`src/rtl/btn_conditioner_multi.sv`:
```
// btn_conditioner_multi: N independent push-button channels, each with a 2-FF
// synchroniser, a debounce filter, press/release edge pulses and long-press
// detection. All outputs are registered.
// Auto-repeat pulses are built only when BTN_AUTOREPEAT_EN is defined;
// otherwise o_repeat_pulse is tied to 0.
module btn_conditioner_multi #(
  parameter int unsigned N_BTN        = 4,
  parameter int unsigned DEBOUNCE_CYC = 1_000_000,
  parameter int unsigned LONG_CYC     = 100_000_000,
  parameter int unsigned REPEAT_CYC   = 20_000_000,
  parameter int unsigned CNT_W        = 27
) (
  input  logic             clk,
  input  logic             reset,
  input  logic [N_BTN-1:0] i_btn_in,
  output logic [N_BTN-1:0] o_btn_level,
  output logic [N_BTN-1:0] o_press_pulse,
  output logic [N_BTN-1:0] o_release_pulse,
  output logic [N_BTN-1:0] o_long_pulse,
  output logic [N_BTN-1:0] o_repeat_pulse
);

  typedef enum logic [1:0] {StReleased, StHeld, StLongHeld} state_e;

  localparam logic [CNT_W-1:0] DebLast  = CNT_W'(DEBOUNCE_CYC - 1);
  localparam logic [CNT_W-1:0] LongLast = CNT_W'(LONG_CYC - 1);
`ifdef BTN_AUTOREPEAT_EN
  localparam logic [CNT_W-1:0] RepLast  = CNT_W'(REPEAT_CYC - 1);
`endif

  // Zero-length thresholds would make the compare values wrap.
  if (N_BTN < 1 || DEBOUNCE_CYC < 1 || LONG_CYC < 1 || REPEAT_CYC < 1) begin : g_param_check
    $error("btn_conditioner_multi: N_BTN and all cycle counts must be >= 1");
  end

  logic [N_BTN-1:0] r_sync1;
  logic [N_BTN-1:0] r_sync2;

  // Two-flop synchroniser for the raw asynchronous button levels
  always_ff @(posedge clk or posedge reset) begin
    if (reset) begin
      r_sync1 <= '0;
      r_sync2 <= '0;
    end else begin
      r_sync1 <= i_btn_in;
      r_sync2 <= r_sync1;
    end
  end

`ifndef BTN_AUTOREPEAT_EN
  assign o_repeat_pulse = '0;
`endif

  for (genvar g = 0; g < N_BTN; g++) begin : g_ch
    logic             r_level;
    logic             r_press;
    logic             r_release;
    logic             r_long;
    logic [CNT_W-1:0] r_deb_cnt;
    logic [CNT_W-1:0] r_hold_cnt;
    logic [CNT_W-1:0] w_hold_cnt_d;
    state_e           r_state;
    state_e           w_state_d;
    logic             w_differ;
    logic             w_accept;
    logic             w_press;
    logic             w_release;
    logic             w_long;
`ifdef BTN_AUTOREPEAT_EN
    logic             r_repeat;
    logic             w_repeat;
`endif

    assign w_differ  = r_sync2[g] ^ r_level;
    assign w_accept  = w_differ && (r_deb_cnt == DebLast);
    assign w_press   = w_accept & ~r_level;
    assign w_release = w_accept & r_level;

    // Debounce: accept a new level after DEBOUNCE_CYC consecutive mismatching samples
    always_ff @(posedge clk or posedge reset) begin
      if (reset) begin
        r_level   <= 1'b0;
        r_deb_cnt <= '0;
      end else if (!w_differ) begin
        r_deb_cnt <= '0;
      end else if (w_accept) begin
        r_level   <= ~r_level;
        r_deb_cnt <= '0;
      end else begin
        r_deb_cnt <= r_deb_cnt + CNT_W'(1);
      end
    end

    // Channel FSM state and hold counter register
    always_ff @(posedge clk or posedge reset) begin
      if (reset) begin
        r_state    <= StReleased;
        r_hold_cnt <= '0;
      end else begin
        r_state    <= w_state_d;
        r_hold_cnt <= w_hold_cnt_d;
      end
    end

    // Next state: an accepted release always takes priority over threshold events
    always_comb begin
      w_state_d    = r_state;
      w_hold_cnt_d = r_hold_cnt;
      unique case (r_state)
        StReleased: begin
          if (w_press) begin
            w_state_d    = StHeld;
            w_hold_cnt_d = '0;
          end
        end
        StHeld: begin
          if (w_release) begin
            w_state_d    = StReleased;
            w_hold_cnt_d = '0;
          end else if (r_hold_cnt == LongLast) begin
            w_state_d    = StLongHeld;
            w_hold_cnt_d = '0;
          end else begin
            w_hold_cnt_d = r_hold_cnt + CNT_W'(1);
          end
        end
        StLongHeld: begin
          if (w_release) begin
            w_state_d    = StReleased;
            w_hold_cnt_d = '0;
          end
`ifdef BTN_AUTOREPEAT_EN
          else if (r_hold_cnt == RepLast) begin
            w_hold_cnt_d = '0;
          end else begin
            w_hold_cnt_d = r_hold_cnt + CNT_W'(1);
          end
`endif
        end
        default: begin
          w_state_d    = StReleased;
          w_hold_cnt_d = '0;
        end
      endcase
    end

    // Output decode for the threshold pulses
    always_comb begin
      w_long = (r_state == StHeld) && !w_release && (r_hold_cnt == LongLast);
`ifdef BTN_AUTOREPEAT_EN
      w_repeat = (r_state == StLongHeld) && !w_release && (r_hold_cnt == RepLast);
`endif
    end

    // Register all pulses so they line up with the new debounced level
    always_ff @(posedge clk or posedge reset) begin
      if (reset) begin
        r_press   <= 1'b0;
        r_release <= 1'b0;
        r_long    <= 1'b0;
`ifdef BTN_AUTOREPEAT_EN
        r_repeat  <= 1'b0;
`endif
      end else begin
        r_press   <= w_press;
        r_release <= w_release;
        r_long    <= w_long;
`ifdef BTN_AUTOREPEAT_EN
        r_repeat  <= w_repeat;
`endif
      end
    end

    assign o_btn_level[g]     = r_level;
    assign o_press_pulse[g]   = r_press;
    assign o_release_pulse[g] = r_release;
    assign o_long_pulse[g]    = r_long;
`ifdef BTN_AUTOREPEAT_EN
    assign o_repeat_pulse[g]  = r_repeat;
`endif
  end

endmodule

```
`config.mk`:
```
export PLATFORM = sky130hd
export DESIGN_NAME = btn_conditioner_multi
export DESIGN_NICKNAME = d
export VERILOG_FILES = /design/src/rtl/btn_conditioner_multi.sv
export SDC_FILE = /design/constraint.sdc
export NUM_CORES = 1
export LEC_CHECK = 0
export CAP_MARGIN = 5
export CORE_ASPECT_RATIO = 0.6
export CORE_MARGIN = 2
export CORE_UTILIZATION = 60
export DETAILED_ROUTE_END_ITERATION = 16
export GPL_TIMING_DRIVEN = 0
export PLACE_DENSITY = 0.77
export SLEW_MARGIN = 30
export SYNTH_ARGS = -nofsm -noshare
export SYNTH_HDL_FRONTEND = slang
export SYNTH_SLANG_ARGS = --single-unit
```
`constraint.sdc`:
```
create_clock -name clk -period 14.5 [get_ports clk]
set_input_delay 2.175 -clock clk [delete_from_list [all_inputs] [get_ports clk]]
set_output_delay 2.175 -clock clk [all_outputs]
set_load 0.005 [all_outputs]
```
* Word level (Yosys, flattened, before mapping) *
Cells that the tools add are included.

storage, ports and cells
  bits in registers = 248
  logic and storage cells = 162
  bits of input ports = 6
  output and inout port bits = 20

cells by class
  mux-type cells = 48
  reductions and logical operators = 32
  bitwise logic cells = 16
  add/sub/neg operators = 8
  equal/unequal tests = 28

operators with widths
  kind                   count
  $mux 27                24
  $pmux 27 s3            4
  $add 27x1->27 const B  8
  $eq 27x20->1 const B   4
  $eq 27x27->1 const B   4
  $mux 2                 16
  $pmux 2 s3             4
  $ne 2x2->1 const B     8
  $reduce_and 2->1       8
  $logic_and 1x1->1      12
  $reduce_and 3->1       4
  $ne 3x3->1 const B     3
  $and 1x1->1            8
  $eq 2x1->1 const B     4
  $eq 2x2->1 const B     4
  $logic_not 2->1        4
  $logic_not 1->1        4
  $not 1->1              4
  $xor 1x1->1            4
  $ne 3x2->1 const B     1

* Longest topological paths before layout *
  depth in word-level cells = 6
  gate-level depth with buffers = 8
  mapped depth without buffers = 6

* Least setup slack after synthesis *
Ideal clock, no wire load.

  kind = register to output
  from = reg g_ch[2].r_level
  to = out o_btn_level[2]
  stages on the path, launching flop included = 2
  data arrival time = 0.556 ns
  path slack = 11.769 ns
  path buffers = 1
  required time = 12.325 ns
  cell sequence = dfrtp_1 > buf_4

RTL lines
  item                    RTL line  RTL
  from (decl)             55        logic r_level;
  from (signal assigned)  87        r_level <= ~r_level;
  to (decl)               16        output logic [N_BTN-1:0] o_btn_level,

No word-level cell between the ends.

* Final worst setup path *
  from = reg g_ch[1].r_level
  to = out o_btn_level[1]

RTL lines
  item                    RTL line
  from (decl)             55
  from (signal assigned)  87

No word-level cell between the ends.

==> flow_metrics.tcl <==
set metrics [dict create \
    status "finished, final reports clean" \
    tns_ns 0 \
    n_antenna_cell 0 \
    grt_pass1_vias 10300 \
    synth_cell_types 75 \
    vdd_drop_max_v 0.0000914 \
    multi_input_area_um2 6640 \
    ant_nets 0 \
    p_int_w 0.00111 \
    drv_slew 0 \
    async_flop_share_pct 100 \
    synthMostInstantiatedCell "dfrtp_1" \
    synthFlopType "dfrtp_1" \
    cp_max_fo 7 \
    cts_num_sinks 248 \
    fin_util_pct 68.0 \
    core_area_um2 22000 \
    yosysSeqAreaShare_pct 46.1 \
    cp.required_ns 12.32 \
    start_util_pct 61.1 \
    drt_iter0_markers 1025 \
    vias 11300 \
    power.share.switching_pct 21.3 \
    holdBufCountCts 0 \
    ys_ff_latch 248 \
    ios 26 \
    port_buffers 21 \
    synth_commonest_cells "248 x dfrtp_1, 159 x nor2_1, 149 x nand2_1, 121 x nand3_1, 89 x nand4_1" \
    finClkSkew_ns 0.00910 \
    totalWireLength_mm 30.7 \
    setup_viol 0 \
    power-per-cell-area_nw_per_um2 94.0 \
    regArea_um2 6210 \
    syn_avg_cell_area_um2 9.23 \
    cts_tree "yes" \
    max_freq_ghz 0.263 \
    power.share.sequential_pct 49.7 \
    pwr-share-clk_pct 48.0 \
    drc 0 \
    cts_made_buffers 24 \
    dp_slack_ns 10.84 \
    rsz0062_at_grt "false" \
    synth_area_leaders "dfrtp_1 46%, nand3_1 4.5%, nor2_1 4.4%" \
    hp-class "register to register" \
    area_delta_synth_final_pct 11.3 \
    placed_cells 1771 \
    criticalPathCategory "register to primary output" \
    die_w_um 197 \
    vias_per_cell 6.22 \
    period_share_pct 26.2 \
    yosysTopAreaCell "dfrtp_1" \
    grt_pass1_wl_mm 52.1 \
    hold_viol 0 \
    fp.dieH_um 120 \
    syn_area_um2 13500 \
    grt_start_max_net_pins 72 \
    min_period_ns 3.80 \
    dp_hpwl_mm 21.2 \
    firstDrtPassIters 5 \
    clock_latency_ns 0.53 \
    cts_max_level 1 \
    yosys_warnings 0 \
    worst_pin_slew_ns 0.883 \
    n_fill_cell 1721 \
    maxSlewHeadroom_pct 40.7 \
    p_sw_w 0.000300 \
    synth_edf_count 0 \
    clk_path_buf_depth 3 \
    syn_inst 1458 \
    p_leak_nw 6.10 \
    gp_congestion 0.874 \
    critPathArrivalTime_ns 1.63 \
    wire_per_inst_um 16.9 \
    fin_ws_ns 10.70 \
    end_kind "primary output" \
    startpoint_type "register" \
    cts.clk_slew.worst_paths_ns 0.06 \
    maxCapViolations 0 \
    grt-ovfl-total 0 \
    fin_cells 1814 \
    nNetsFinal 1525 \
    cts_resized 0 \
    num_rows 42 \
    yosysTopAreaCellShare_pct 46.1 \
    dieArea_um2 23700 \
    postCtsSetupBuffers 0 \
    antenna_found_initial 0 \
    grtUsageTotal_pct 26.7 \
    pwr-share-comb_pct 2.2 \
    drive_gt1_share_pct 8.64 \
    clockRootBuffer "clkbuf_16" \
]
[logic make-up after synthesis]
family	synth area share [%]
mux	0.800
buf+inv	4.61
fa+ha+maj	0.744
compound gates	9.41
flops	46.1
simple gates	31.0
xor+xnor	7.23
other cells	0.0279
[final timing paths]
kind / startpoint / to / slack, ns / cells past startpoint
worst max-delay path: g_ch[1].r_level / o_btn_level[1] / 10.70 / 2
worst min-delay path: r_sync1[3] / r_sync2[3] / 0.35 / 0
worst max register to register: g_ch[1].r_deb_cnt[22] / g_ch[1].r_hold_cnt[4] / 11.55 / 6
worst min register to register: r_sync1[3] / r_sync2[3] / 0.35 / 0
max in group asynchronous: reset / g_ch[0].r_deb_cnt[11] / 11.44 / 4
min in group asynchronous: reset / g_ch[1].r_deb_cnt[0] / 2.03 / 2
[cell type report]
class	count	area share (%)
clock buffers	35	4.90
repair buffers	24	1.95
plain buffers	93	3.24
inverters	36	0.952
clock inverters	8	0.785
well taps	286	2.39
flip-flops and latches	248	41.4
multi-input cells	1084	44.3
[metal layers]
| metal | up-vias | share of wire (%) | global-route usage (%) |
|---|---|---|---|
| met5 | - | 0 | 0.436 |
| met4 | 0 | 1.4 | 4.56 |
| met3 | 40 | 6.2 | 4.44 |
| met2 | 355 | 41 | 36.8 |
| met1 | 5460 | 52 | 43.8 |
| li1 | 5420 | - | - |
[registers in the layout, indices dropped and copies added, names as in the netlist]
| register | flops |
|---|---|
| r_sync2 | 4 |
| g_ch.r_deb_cnt | 108 |
| g_ch.r_level | 4 |
| g_ch.r_release | 4 |
| g_ch.r_state | 8 |
| g_ch.r_hold_cnt | 108 |
| g_ch.r_press | 4 |
| r_sync1 | 4 |
| g_ch.r_long | 4 |
[worst max-delay path, stage by stage, from the launching register on]
cell	delay (ns)
dfrtp_1	0.47
buf_4	0.15
clkdlybuf4s50_1	0.49
[power groups by stage]
stage | sequential (W) | combinational (W) | clock [W]
4_1_cts | 0.000700 | 0.0000327 | 0.000684
5_1_grt | 0.000700 | 0.0000367 | 0.000715
3_3_place_gp | 0.000713 | 0.0000290 | 0
3_5_place_dp | 0.000713 | 0.0000324 | 0
2_1_floorplan | 0.000712 | 0.0000212 | 0
6_report | 0.000700 | 0.0000317 | 0.000676
[cells in the final DEF, fill, tap and decap left out, drive strengths merged, types with 11 or more instances in the layout]
| cell type | n |
|---|---|
| or4 | 21 |
| clkbuf | 88 |
| or3 | 25 |
| and2 | 12 |
| o311ai | 23 |
| and3 | 34 |
| dfrtp | 248 |
| and4 | 26 |
| nor2 | 159 |
| buf | 43 |
| a31oi | 11 |
| nand3 | 121 |
| xor2 | 61 |
| nand2 | 150 |
| xnor2 | 50 |
| clkdlybuf4s50 | 21 |
| o21ai | 33 |
| nor3 | 49 |
| o31ai | 15 |
| nor4 | 37 |
| nor4b | 11 |
| inv | 36 |
| nand4 | 90 |
[per-stage QoR]
stage | hold WS [ns] | power [W] | area, µm²
final | 0.349 | 0.00141 | 15000
after detailed placement | 0.335 | 0.000745 | 14100
after global placement | 0.336 | 0.000742 | 14000
after CTS | 0.349 | 0.00142 | 15000
after global routing | 0.368 | 0.00145 | 15000
after floorplan | 0.331 | 0.000733 | 13500
No activity file was read; power rests on OpenSTA's default activity.
